File: config.mk
export PLATFORM = sky130hd
export DESIGN_NAME = alu_cmd_queue
export DESIGN_NICKNAME = d
export VERILOG_FILES = /design/src/rtl/alu_cmd_queue.sv
export SDC_FILE = /design/constraint.sdc
export NUM_CORES = 1
export LEC_CHECK = 0
export CAP_MARGIN = 10
export CORE_ASPECT_RATIO = 0.6
export CORE_UTILIZATION = 40
export DETAILED_ROUTE_END_ITERATION = 8
export GPL_TIMING_DRIVEN = 0
export PLACE_DENSITY = 0.67
export SLEW_MARGIN = 20
export SYNTH_ARGS = -nofsm -noshare
export SYNTH_HDL_FRONTEND = slang
export SYNTH_SLANG_ARGS = --single-unit
File: constraint.sdc
create_clock -name clk -period 2.6 [get_ports clk]
set_clock_uncertainty 0.05 [all_clocks]
set_input_delay 0.52 -clock clk [delete_from_list [all_inputs] [get_ports clk]]
set_output_delay 0.52 -clock clk [all_outputs]
set_load 0.005 [all_outputs]
File: src/rtl/alu_cmd_queue.sv
// alu_cmd_queue
// Command buffer and result tracker placed directly upstream of the sequential
// ALU. Commands {A, B, opcode} are accepted over a valid/ready handshake into a
// DEPTH-entry FIFO, issued one per cycle into registered ALU operand/opcode
// outputs, and followed through the ALU's fixed latency so the ALU Result leaves
// the block qualified by out_valid and tagged with a wrapping sequence number.
//
// Ports:
//    clk, rst                 clock, asynchronous active-high reset
//    in_valid / in_ready      command handshake (in_ready = !full)
//    in_A, in_B, in_opcode    command payload
//    stall                    blocks issue this cycle
//    flush                    synchronously discards all queued commands
//    alu_A, alu_B, alu_opcode registered operands/opcode driven into the ALU
//    alu_issue                high the cycle after a command was loaded
//    alu_Result               Result returned by the ALU
//    out_valid, out_result,   completing command: result (pass-through),
//    out_tag, out_opcode      sequence tag and opcode
//    count, full, empty       FIFO status, decoded from registered state only
//
// Optional feature (macro ALU_CMDQ_STATS_EN): adds saturating 16-bit counters
//    issue_cnt (issues performed) and stall_cnt (cycles with !empty && stall).

module alu_cmd_queue #(
   parameter int DATA_W  = 8,
   parameter int OP_W    = 4,
   parameter int RES_W   = 16,
   parameter int DEPTH   = 4,
   parameter int ALU_LAT = 1,
   parameter int TAG_W   = 4
) (
   input  logic                     clk,
   input  logic                     rst,
   input  logic                     in_valid,
   output logic                     in_ready,
   input  logic [DATA_W-1:0]        in_A,
   input  logic [DATA_W-1:0]        in_B,
   input  logic [OP_W-1:0]          in_opcode,
   input  logic                     stall,
   input  logic                     flush,
   output logic [DATA_W-1:0]        alu_A,
   output logic [DATA_W-1:0]        alu_B,
   output logic [OP_W-1:0]          alu_opcode,
   output logic                     alu_issue,
   input  logic [RES_W-1:0]         alu_Result,
   output logic                     out_valid,
   output logic [RES_W-1:0]         out_result,
   output logic [TAG_W-1:0]         out_tag,
   output logic [OP_W-1:0]          out_opcode,
`ifdef ALU_CMDQ_STATS_EN
   output logic [15:0]              issue_cnt,
   output logic [15:0]              stall_cnt,
`endif
   output logic [$clog2(DEPTH):0]   count,
   output logic                     full,
   output logic                     empty
);

   localparam int PTR_W = $clog2(DEPTH);
   localparam int CNT_W = PTR_W + 1;

   logic [DATA_W-1:0] memA_q  [DEPTH];
   logic [DATA_W-1:0] memB_q  [DEPTH];
   logic [OP_W-1:0]   memOp_q [DEPTH];

   logic [PTR_W-1:0]  wrPtr_q, wrPtr_d;
   logic [PTR_W-1:0]  rdPtr_q, rdPtr_d;
   logic [CNT_W-1:0]  count_q, count_d;
   logic [TAG_W-1:0]  tagCnt_q, tagCnt_d;

   logic [DATA_W-1:0] aluA_q, aluB_q;
   logic [OP_W-1:0]   aluOp_q;
   logic [TAG_W-1:0]  aluTag_q;
   logic              aluIssue_q;

   logic              trkValid_q [ALU_LAT];
   logic [TAG_W-1:0]  trkTag_q   [ALU_LAT];
   logic [OP_W-1:0]   trkOp_q    [ALU_LAT];

   logic              pushEn;
   logic              issueEn;

   // Status flags come straight from the registered count, so in_ready never
   // depends combinationally on in_valid.
   assign full     = (count_q == CNT_W'(DEPTH));
   assign empty    = (count_q == '0);
   assign in_ready = !full;
   assign count    = count_q;

   // Flush wins over both push and issue. Issue is decided from the pre-edge
   // state, so an entry pushed into an empty queue can only issue next edge.
   always_comb begin
      pushEn   = in_valid && !full && !flush;
      issueEn  = !empty && !stall && !flush;
      wrPtr_d  = wrPtr_q;
      rdPtr_d  = rdPtr_q;
      count_d  = count_q;
      tagCnt_d = tagCnt_q;
      if (issueEn) begin
         tagCnt_d = tagCnt_q + TAG_W'(1);
      end
      if (flush) begin
         wrPtr_d = '0;
         rdPtr_d = '0;
         count_d = '0;
      end else begin
         if (pushEn) begin
            wrPtr_d = wrPtr_q + PTR_W'(1);
         end
         if (issueEn) begin
            rdPtr_d = rdPtr_q + PTR_W'(1);
         end
         if (pushEn && !issueEn) begin
            count_d = count_q + CNT_W'(1);
         end else if (issueEn && !pushEn) begin
            count_d = count_q - CNT_W'(1);
         end
      end
   end

   // FIFO storage carries no reset; only entries between the pointers are
   // ever read.
   always_ff @(posedge clk) begin
      if (pushEn) begin
         memA_q[wrPtr_q]  <= in_A;
         memB_q[wrPtr_q]  <= in_B;
         memOp_q[wrPtr_q] <= in_opcode;
      end
   end

   // Queue bookkeeping plus the ALU-facing registers. The tag travels with the
   // loaded command so the tracker sees the value the counter had at issue.
   always_ff @(posedge clk or posedge rst) begin
      if (rst) begin
         wrPtr_q    <= '0;
         rdPtr_q    <= '0;
         count_q    <= '0;
         tagCnt_q   <= '0;
         aluA_q     <= '0;
         aluB_q     <= '0;
         aluOp_q    <= '0;
         aluTag_q   <= '0;
         aluIssue_q <= 1'b0;
      end else begin
         wrPtr_q    <= wrPtr_d;
         rdPtr_q    <= rdPtr_d;
         count_q    <= count_d;
         tagCnt_q   <= tagCnt_d;
         aluIssue_q <= issueEn;
         if (issueEn) begin
            aluA_q   <= memA_q[rdPtr_q];
            aluB_q   <= memB_q[rdPtr_q];
            aluOp_q  <= memOp_q[rdPtr_q];
            aluTag_q <= tagCnt_q;
         end
      end
   end

   // Tracking pipeline mirrors the ALU latency; its last stage lines up with
   // the cycle in which alu_Result belongs to that command.
   always_ff @(posedge clk or posedge rst) begin
      if (rst) begin
         for (int i = 0; i < ALU_LAT; i++) begin
            trkValid_q[i] <= 1'b0;
            trkTag_q[i]   <= '0;
            trkOp_q[i]    <= '0;
         end
      end else begin
         trkValid_q[0] <= aluIssue_q;
         trkTag_q[0]   <= aluTag_q;
         trkOp_q[0]    <= aluOp_q;
         for (int i = 1; i < ALU_LAT; i++) begin
            trkValid_q[i] <= trkValid_q[i-1];
            trkTag_q[i]   <= trkTag_q[i-1];
            trkOp_q[i]    <= trkOp_q[i-1];
         end
      end
   end

   assign alu_A      = aluA_q;
   assign alu_B      = aluB_q;
   assign alu_opcode = aluOp_q;
   assign alu_issue  = aluIssue_q;
   assign out_valid  = trkValid_q[ALU_LAT-1];
   assign out_tag    = trkTag_q[ALU_LAT-1];
   assign out_opcode = trkOp_q[ALU_LAT-1];
   assign out_result = alu_Result;

`ifdef ALU_CMDQ_STATS_EN
   logic [15:0] issueCnt_q;
   logic [15:0] stallCnt_q;

   // Saturating activity counters; flush deliberately leaves them alone.
   always_ff @(posedge clk or posedge rst) begin
      if (rst) begin
         issueCnt_q <= '0;
         stallCnt_q <= '0;
      end else begin
         if (issueEn && (issueCnt_q != 16'hFFFF)) begin
            issueCnt_q <= issueCnt_q + 16'd1;
         end
         if (!empty && stall && (stallCnt_q != 16'hFFFF)) begin
            stallCnt_q <= stallCnt_q + 16'd1;
         end
      end
   end

   assign issue_cnt = issueCnt_q;
   assign stall_cnt = stallCnt_q;
`endif

endmodule

Word level (Yosys, flattened, before mapping)
Memories as Yosys holds them, arrays and structs flattened. A register that Yosys moved wholly into a read port is not among the register bits.
Index checks and enable logic that the tools add are counted.
{"block": "classes", "add_sub_neg": 5, "n_mul": 0, "div_mod_pow": 0, "n_lt_le_gt_ge": 0, "n_eq_ne": 1, "shifts": 0, "muxes": 9, "bitwise": 0, "reduce_logical": 16}
{"operator": "3-bit 2-to-1 mux", "count": 3}
{"operator": "2-bit 2-to-1 mux", "count": 4}
{"operator": "1-bit logical AND", "count": 6}
{"operator": "1-bit zero test", "count": 6}
{"operator": "2-bit by 1-bit adder with 2-bit output (second input constant)", "count": 2}
{"operator": "4-bit by 1-bit adder with 4-bit output (second input constant)", "count": 1}
{"operator": "2-bit nonzero test", "count": 2}
{"operator": "3-bit by 1-bit adder with 3-bit output (second input constant)", "count": 1}
{"operator": "3-bit equality test (second input constant)", "count": 1}
{"operator": "3-bit zero test", "count": 1}
{"operator": "3-bit nonzero test", "count": 1}
{"operator": "3-bit by 1-bit subtractor with 3-bit output (second input constant)", "count": 1}
{"operator": "1-bit 2-to-1 mux", "count": 2}
{"block": "word_totals", "reg_bits": 25, "latch_bits": 0, "ramBits": 80, "rom_bits": 0, "output_inout_bits": 52, "memories": 3}
{"memory": "memA_q", "depth": 4, "width": 8, "read_ports": 1, "rd_clocked_by_memory_dff": 1, "wr": 1, "line": "62", "source": "logic [DATA_W-1:0] memA_q [DEPTH];"}
{"memory": "memB_q", "depth": 4, "width": 8, "read_ports": 1, "rd_clocked_by_memory_dff": 1, "wr": 1, "line": "63", "source": "logic [DATA_W-1:0] memB_q [DEPTH];"}
{"memory": "memOp_q", "depth": 4, "width": 4, "read_ports": 1, "rd_clocked_by_memory_dff": 1, "wr": 1, "line": "64", "source": "logic [OP_W-1:0] memOp_q [DEPTH];"}

Longest topological paths before layout
Gate-level depths: netlist of the first run.
{"block": "logic_depth", "depth_word": 9, "mapped_depth": 9, "ltp_nobuf": 9}

Worst setup path before layout of the first run
OpenSTA, ideal clock, no wires.
{"block": "synth_path", "path_type": "input to register", "start": "input port stall", "end": "register count_q[2] (netlist: count[2])", "setup_time_ns": 0.123, "arrival_ns": 2.177, "slack_ns": 0.250, "cell_stages": 9, "path_buffers": 2, "cell_sequence": "clkbuf_1 or3_1 buf_6 and2_1 fa_1 nor2b_1 xor2_1 o21ai_0 a21oi_1"}
{"block": "synth_via", "elab_chain_len": 7, "elab_cells_between_ends": 9}
{"element": "start: declaration", "line": "39", "source": "input logic stall,"}
{"element": "1-bit zero test (*)", "line": "94", "source": "issueEn = !empty && !stall && !flush;"}
{"element": "1-bit logical AND (*) (2 in series)", "line": "94"}
{"element": "1-bit zero test", "line": "113", "source": "if (pushEn && !issueEn) begin"}
{"element": "1-bit logical AND", "line": "113"}
{"element": "3-bit 2-to-1 mux", "line": "113"}
{"element": "3-bit 2-to-1 mux", "line": "102", "source": "if (flush) begin"}
{"element": "end signal: assignment", "line": "147", "source": "count_q <= count_d;"}
{"element": "end: declaration", "line": "68", "source": "logic [CNT_W-1:0] count_q, count_d;"}
Every way passes the cells marked *; elsewhere a longest branch is shown, timed or not.
A chain may end at the register's enable or synchronous reset.

Final worst setup path of the first run
{"block": "layout_path", "start": "register count_q[0] (netlist: count[0])", "end": "output port full"}
{"block": "layout_via", "elab_chain_len": 1}
{"element": "3-bit equality test", "line": "85", "source": "assign full = (count_q == CNT_W'(DEPTH));"}
{"element": "end: declaration", "line": "55", "source": "output logic full,"}
No other way between the ends.

==> flow_metrics.py, run 1 <==
metrics = {
    "outcome": {
        "outcome": "finished, final reports clean",
    },
    "routing": {
        "remaining_drc_errors": 0,
        "dr.pass1.iters": 4,
        "wire_per_inst_um": 16.6,
        "viasPerCell": 4.80,
        "first_iter_violations": 160,
        "ant_nets": 0,
        "dr_total_vias": 2766,
        "routed_wl_um": 9570,
    },
    "timing": {
        "period_needed_ps": 2470,
        "fin_crit_sh_pct": 95.2,
        "tightest_slew_ps": 722,
        "hold_slack_ps": 326,
        "fin_ws_ps": 126,
        "rsz0062_at_grt": "no",
        "worst_slew_margin_rel_pct": 51.9,
        "finalSetupViolCount": 0,
        "finalMaxSlewViolations": 0,
        "report.final.hold_viol_count": 0,
        "max_freq_mhz": 404,
    },
    "pwr": {
        "p_leak_nw": 2.52,
        "power_mw": 6.64,
        "powerDensity_nw_per_um2": 1030,
        "ir_worst_vdd_mv": 0.565,
    },
    "clock_network": {
        "cts_buffers": 17,
        "clk-insertion-delay-late_ps": 410,
        "cts_setup_buffers": 0,
        "clock-sinks": 125,
        "h-tree-depth": 4,
        "tritoncts": "built",
        "clockBufferDepth": 2,
        "root_buffer": "clkbuf_16",
        "ctsHoldBuffers": 0,
        "clk_pin_slew_ps": 60,
    },
    "grt": {
        "gr-usage-met3_pct": 6.07,
        "grt_pass1_wl_um": 15300,
        "busiest_layer": "met2",
        "use_met2_pct": 26.7,
        "gr-usage-all-layers_pct": 17.1,
        "grt_overflow": 0,
        "grt_max_degree": 28,
        "antenna_found_initial": 0,
        "met1_usage_pct": 22.0,
        "grt_pass1_vias": 2893,
    },
    "placed_design": {
        "io_buffers": 75,
        "gp_congestion": 0.748,
        "post-dp-hpwl_um": 6280,
        "pre_cts_ws_ps": -489,
    },
    "worst_setup_path": {
        "reg2reg_from": "count[0]$_DFFE_PP0P_",
        "r2r_setup_slack_ps": 230,
        "r2r_cells": 9,
        "path_max_fanout": 6,
        "crit_path_start_kind": "flip-flop",
        "critical_path_arrival_ps": 1900,
        "crit_type": "flip-flop to primary output",
        "required_ps": 2030,
        "crit_path_end_kind": "primary output",
        "r2r_end": "count[2]$_DFFE_PP0P_",
    },
    "die": {
        "num_io_pins": 93,
        "die_h_um": 87.6,
        "num_rows": 30,
        "core_sq_um": 11600,
        "die_x_um": 145,
        "dieArea_sq_um": 12700,
        "start_util_pct": 42.1,
    },
    "job": {
        "max-cap-violations": 0,
    },
    "final_layout": {
        "drive_gt1_share_pct": 22.1,
        "layout_common_cells": "edfxtp_1 (80), nand2_1 (79), clkdlybuf4s50_1 (75)",
        "final_common_cell": "edfxtp_1",
        "antenna_cells": 0,
        "area_delta_synth_final_pct": 32.6,
        "final_util_pct": 55.8,
        "nets": 450,
        "fillCellCount": 911,
    },
    "logic_synthesis": {
        "yosys.cell_types.count": 30,
        "synth_cells": 308,
        "yosysSeqAreaShare_pct": 72.3,
        "synth_top_cells_by_area": "edfxtp_1 (49%), dfrtp_1 (23%), mux4_2 (9.2%)",
        "syn_nets": 355,
        "yosys.area.top_type_share_pct": 49.2,
        "synth_top_area_cell": "edfxtp_1",
        "synth_area_sq_um": 4880,
        "synth_seq_cells": 125,
        "ys.warnings.count": 0,
        "syn_area_per_cell_sq_um": 15.9,
    },
    "hold_path": {
        "min_path_type": "flip-flop to flip-flop",
        "worstHoldEndpoint": "out_tag[3]$_DFF_PP0_",
        "hold_depth": 0,
        "min_from": "aluTag_q[3]$_DFFE_PP0P_",
    },
}
-- worst max-delay path, stage by stage (launching register included) --
cell	delay, ps
dfrtp_1	450
or3b_4	460
inv_1	80
clkdlybuf4s50_1	500
-- synthesized netlist by cell type --
master    number
nand2_1       79
o21ba_2        1
a21oi_1        4
inv_1          7
dfrtp_1       45
ha_1           5
nor3_2         1
or3b_1         1
a211oi_1       1
o22ai_1        1
and2_1         5
nor3b_1        3
fa_1           1
buf_2          5
xnor2_1        4
buf_6          3
buf_4         16
nor2_1         8
edfxtp_1      80
xnor2_2        1
or3_1          2
clkbuf_1       4
clkinv_4       1
nand3_1        1
mux4_2        20
xor2_1         1
mux2_2         2
nor2b_1        2
nand4_4        1
o21ai_0        3
-- final cells by class --
class | instances | area, sq um | share of cell area [%]
multi-input cells | 147 | 1130 | 17.5
flip-flops and latches | 125 | 3530 | 54.5
clock inverters | 15 | 186 | 2.88
plain buffers | 28 | 195 | 3.01
clock buffers | 17 | 425 | 6.57
inverters | 8 | 35.0 | 0.541
repair buffers | 76 | 771 | 11.9
well taps | 160 | 200 | 3.09
-- registers in the layout, indices dropped and copies added (netlist names) --
register,cells
alu_issue,1
alu_opcode,4
rdPtr_q,2
out_opcode,4
memA_q,32
alu_A,8
alu_B,8
count,3
out_valid,1
aluTag_q,4
tagCnt_q,4
memOp_q,16
memB_q,32
wrPtr_q,2
out_tag,4
-- how the worst max path moves through the flow --
| stage | startpoint | end | slack (ps) | cells after the start |
|---|---|---|---|---|
| floorplan | stall | count[2]$_DFFE_PP0P_ | 250 | 9 |
| global placement | flush | memA_q[1][6]$_DFFE_PP_ | -420 | 4 |
| detailed placement | flush | memB_q[0][6]$_DFFE_PP_ | -490 | 4 |
| CTS | count[2]$_DFFE_PP0P_ | full | 40 | 3 |
| global route | count[2]$_DFFE_PP0P_ | count[2]$_DFFE_PP0P_ | 40 | 9 |
| finish | count[0]$_DFFE_PP0P_ | full | 130 | 3 |
-- report_power, final --
part           leakage, nW  internal, mW  switching, mW  total, mW
sequential            1.30          2.49          0.217       2.71
clock                0.298          1.52          0.902       2.42
combinational        0.929         0.872          0.641       1.51
total                 2.52          4.88           1.76       6.64
-- through the flow --
step / setup TNS, ps / cell area [sq um] / std cells
floorplan: 0 / 4880 / 308
global placement: -35820 / 5830 / 543
detailed placement: -36360 / 5850 / 544
CTS: 0 / 6470 / 576
global route: 0 / 6470 / 576
finish: 0 / 6470 / 576
-- per-layer routing --
layer / wire, um / part of all wire, %
met1: 4370 / 46
met2: 4440 / 46
met3: 609 / 6.4
met4: 138 / 1.4
met5: 0 / 0
-- repair_timing --
| action | in CTS | in global routing |
|---|---|---|
| setup endpoints to repair | 76 | 2 |
| gates resized for setup | 4 | 4 |
| pin swaps | 0 | 0 |
| endpoints found under the hold margin | 0 | 0 |
-- kinds of logic (layout without fill, tap and decap cells) --
group / Yosys count / in the layout / synth area share (%)
AOI/OAI and AO/OA: 10 / 10 / 1.20
xor gates and xnor gates: 6 / 6 / 1.23
adders and majority gates: 6 / 6 / 1.69
buffers and inverters: 36 / 144 / 4.69
DFF: 125 / 125 / 72.3
muxes: 22 / 22 / 9.69
and+or+nand+nor: 103 / 103 / 9.23
No activity file was read; power rests on OpenSTA's default activity.
==> run 2: changes to the inputs <==
--- a/config.mk
+++ b/config.mk
@@ -5,6 +5,7 @@
 export SDC_FILE = /design/constraint.sdc
 export NUM_CORES = 1
 export LEC_CHECK = 0
+export ABC_AREA = 1
 export CAP_MARGIN = 10
 export CORE_ASPECT_RATIO = 0.6
 export CORE_UTILIZATION = 40
==> flow_metrics.py, run 2 <==
metrics = {
    "logic_synthesis": {
        "ys.warnings.count": 0,
        "yosys.cell_types.count": 25,
        "yosysSeqAreaShare_pct": 71.9,
        "synth_most_common_cell": "nand2_1",
        "synth_seq_cells": 125,
        "synthFlopType": "edfxtp_1",
        "synth_top_area_cell": "edfxtp_1",
        "synth_cells": 404,
        "synthArstFlopShare_pct": 36.0,
        "syn_nets": 451,
        "synth_area_sq_um": 4910,
        "synthTopCellsByCount": "nand2_1 (84), edfxtp_1 (80), o21ai_0 (48), dfrtp_1 (45), nor2_1 (44)",
        "yosys.area.top_type_share_pct": 48.9,
        "syn_area_per_cell_sq_um": 12.1,
        "synth_top_cells_by_area": "edfxtp_1 (49%), dfrtp_1 (23%), nand2_1 (6.4%)",
        "synth-edff-count": 80,
    },
    "timing": {
        "fin_crit_sh_pct": 89.1,
        "finalMaxSlewViolations": 0,
        "max_freq_mhz": 432,
        "period_needed_ps": 2320,
        "rsz0062_at_grt": "no",
        "finalSetupViolCount": 0,
        "report.final.hold_viol_count": 0,
        "tightest_slew_ps": 714,
        "worst_slew_margin_rel_pct": 52.3,
    },
    "outcome": {
        "outcome": "finished, final reports clean",
    },
    "grt": {
        "gr-usage-all-layers_pct": 18.1,
        "antenna_found_initial": 0,
        "grt_pass1_vias": 3207,
        "grt_pass1_wl_um": 16900,
        "grt_max_degree": 24,
        "grt_overflow": 0,
    },
    "final_layout": {
        "largestRegisters": "memA_q: 32 flops, memB_q: 32 flops, memOp_q: 16 flops",
        "final_common_cell": "nand2_1",
        "final_cells": 673,
        "area_delta_synth_final_pct": 33.0,
        "layout_common_cells": "nand2_1 (84), edfxtp_1 (80), clkdlybuf4s50_1 (76)",
        "drive_gt1_share_pct": 13.3,
        "antenna_cells": 0,
        "final_util_pct": 56.1,
        "nets": 547,
    },
    "die": {
        "dieArea_sq_um": 12700,
        "die_x_um": 145,
        "start_util_pct": 42.2,
        "num_io_pins": 93,
        "core_sq_um": 11600,
        "num_rows": 30,
        "die_h_um": 87.8,
    },
    "clock_network": {
        "cts_buffers": 17,
        "root_buffer": "clkbuf_16",
        "clk-insertion-delay-late_ps": 410,
        "ctsHoldBuffers": 0,
        "clock-sinks": 125,
        "h-tree-depth": 4,
        "clockBufferDepth": 2,
        "cts_resized": 0,
        "tritoncts": "built",
        "cts_setup_buffers": 0,
        "clk_pin_slew_ps": 50,
    },
    "job": {
        "max-cap-violations": 0,
    },
    "worst_setup_path": {
        "required_ps": 2850,
        "crit_type": "input pin to flip-flop",
        "critical_path_arrival_ps": 2570,
        "crit_path_start_kind": "input pin",
        "crit_path_end_kind": "flip-flop",
        "path_max_fanout": 7,
    },
    "routing": {
        "routed_wl_um": 10500,
        "wire_per_inst_um": 15.5,
        "first_iter_violations": 194,
        "viasPerCell": 4.82,
        "dr_total_vias": 3242,
        "dr.pass1.iters": 5,
        "ant_nets": 0,
        "remaining_drc_errors": 0,
    },
    "pwr": {
        "p_sw_share_pct": 27.7,
        "p_leak_nw": 2.60,
        "ir_worst_vdd_mv": 0.598,
        "clockPowerShare_pct": 35.5,
        "p_sw_mw": 1.86,
        "p_int_mw": 4.86,
        "powerDensity_nw_per_um2": 1030,
        "power_frac_seq_pct": 40.0,
        "p_comb_share_pct": 24.5,
    },
    "placed_design": {
        "gp_congestion": 0.783,
        "dp_cells": 641,
        "post-dp-hpwl_um": 6520,
        "io_buffers": 76,
    },
    "hold_path": {
        "min_path_type": "flip-flop to flip-flop",
    },
}
## run 2: final timing paths
kind | to | start | cells past startpoint | slack (ps)
max | count[2]$_DFFE_PP0P_ | flush | 12 | 280
min | out_tag[1]$_DFF_PP0_ | aluTag_q[1]$_DFFE_PP0P_ | 0 | 320
max reg2reg | count[2]$_DFFE_PP0P_ | count[0]$_DFFE_PP0P_ | 12 | 420
min reg2reg | out_tag[1]$_DFF_PP0_ | aluTag_q[1]$_DFFE_PP0P_ | 0 | 320
max in group asynchronous | out_opcode[1]$_DFF_PP0_ | rst | 3 | 1590
min in group asynchronous | count[0]$_DFFE_PP0P_ | rst | 2 | 400
## run 2: power groups by stage
stage	logic [mW]	clock network, mW	registers, mW
4_1_cts	1.66	2.42	2.69
6_report	1.64	2.39	2.69
5_1_grt	1.84	2.50	2.74
2_1_floorplan	0.787	0	2.72
3_3_place_gp	1.60	0	2.72
3_5_place_dp	1.64	0	2.72
## run 2: per-stage QoR
step	hold slack, ps	worst slack, ps	power [mW]	TNS, ps	instance area, sq um
2_1_floorplan	304	512	3.50	0	4910
3_3_place_gp	311	-890	4.32	-67920	5870
3_5_place_dp	309	-199	4.37	-199	5920
4_1_cts	320	203	6.77	0	6520
5_1_grt	337	88.3	7.08	0	6530
6_report	320	283	6.72	0	6530
## run 2: area by class of cell
type / count / area (sq um)
Clock buffer: 21 / 460
Fill cell: 964 / 5110
Timing Repair Buffer: 77 / 781
Tap cell: 160 / 200
Multi-Input combinational cell: 223 / 1110
Clock inverter: 11 / 140
Inverter: 23 / 86.3
Sequential cell: 125 / 3530
Buffer: 33 / 216
## run 2: routing by layer
layer	vias up	GRT usage, %	routed length, um
met5	-	0	0
met4	0	6.58	131
met3	16	5.94	832
met2	130	28.2	4570
met1	1538	24.0	4910
li1	1558	-	-
## run 2: cell families after synthesis
logic type / share of synthesized area [%]
XOR/XNOR: 0.714
AND/OR/NAND/NOR: 11.5
AO/OA/AOI/OAI: 8.08
flip-flops: 71.9
adder cells (fa/ha/maj): 1.68
buffers and inverters: 6.17
## run 2: worst max-delay path: stages
cell             delay, ps
clkdlybuf4s50_1        590
inv_1                  150
nand3_4                190
inv_1                  120
nand2_1                 80
inv_1                   50
fa_1                   370
xnor2_1                190
o21bai_1               140
nand2_1                 70
nand2_1                 70
nand2_1                 40
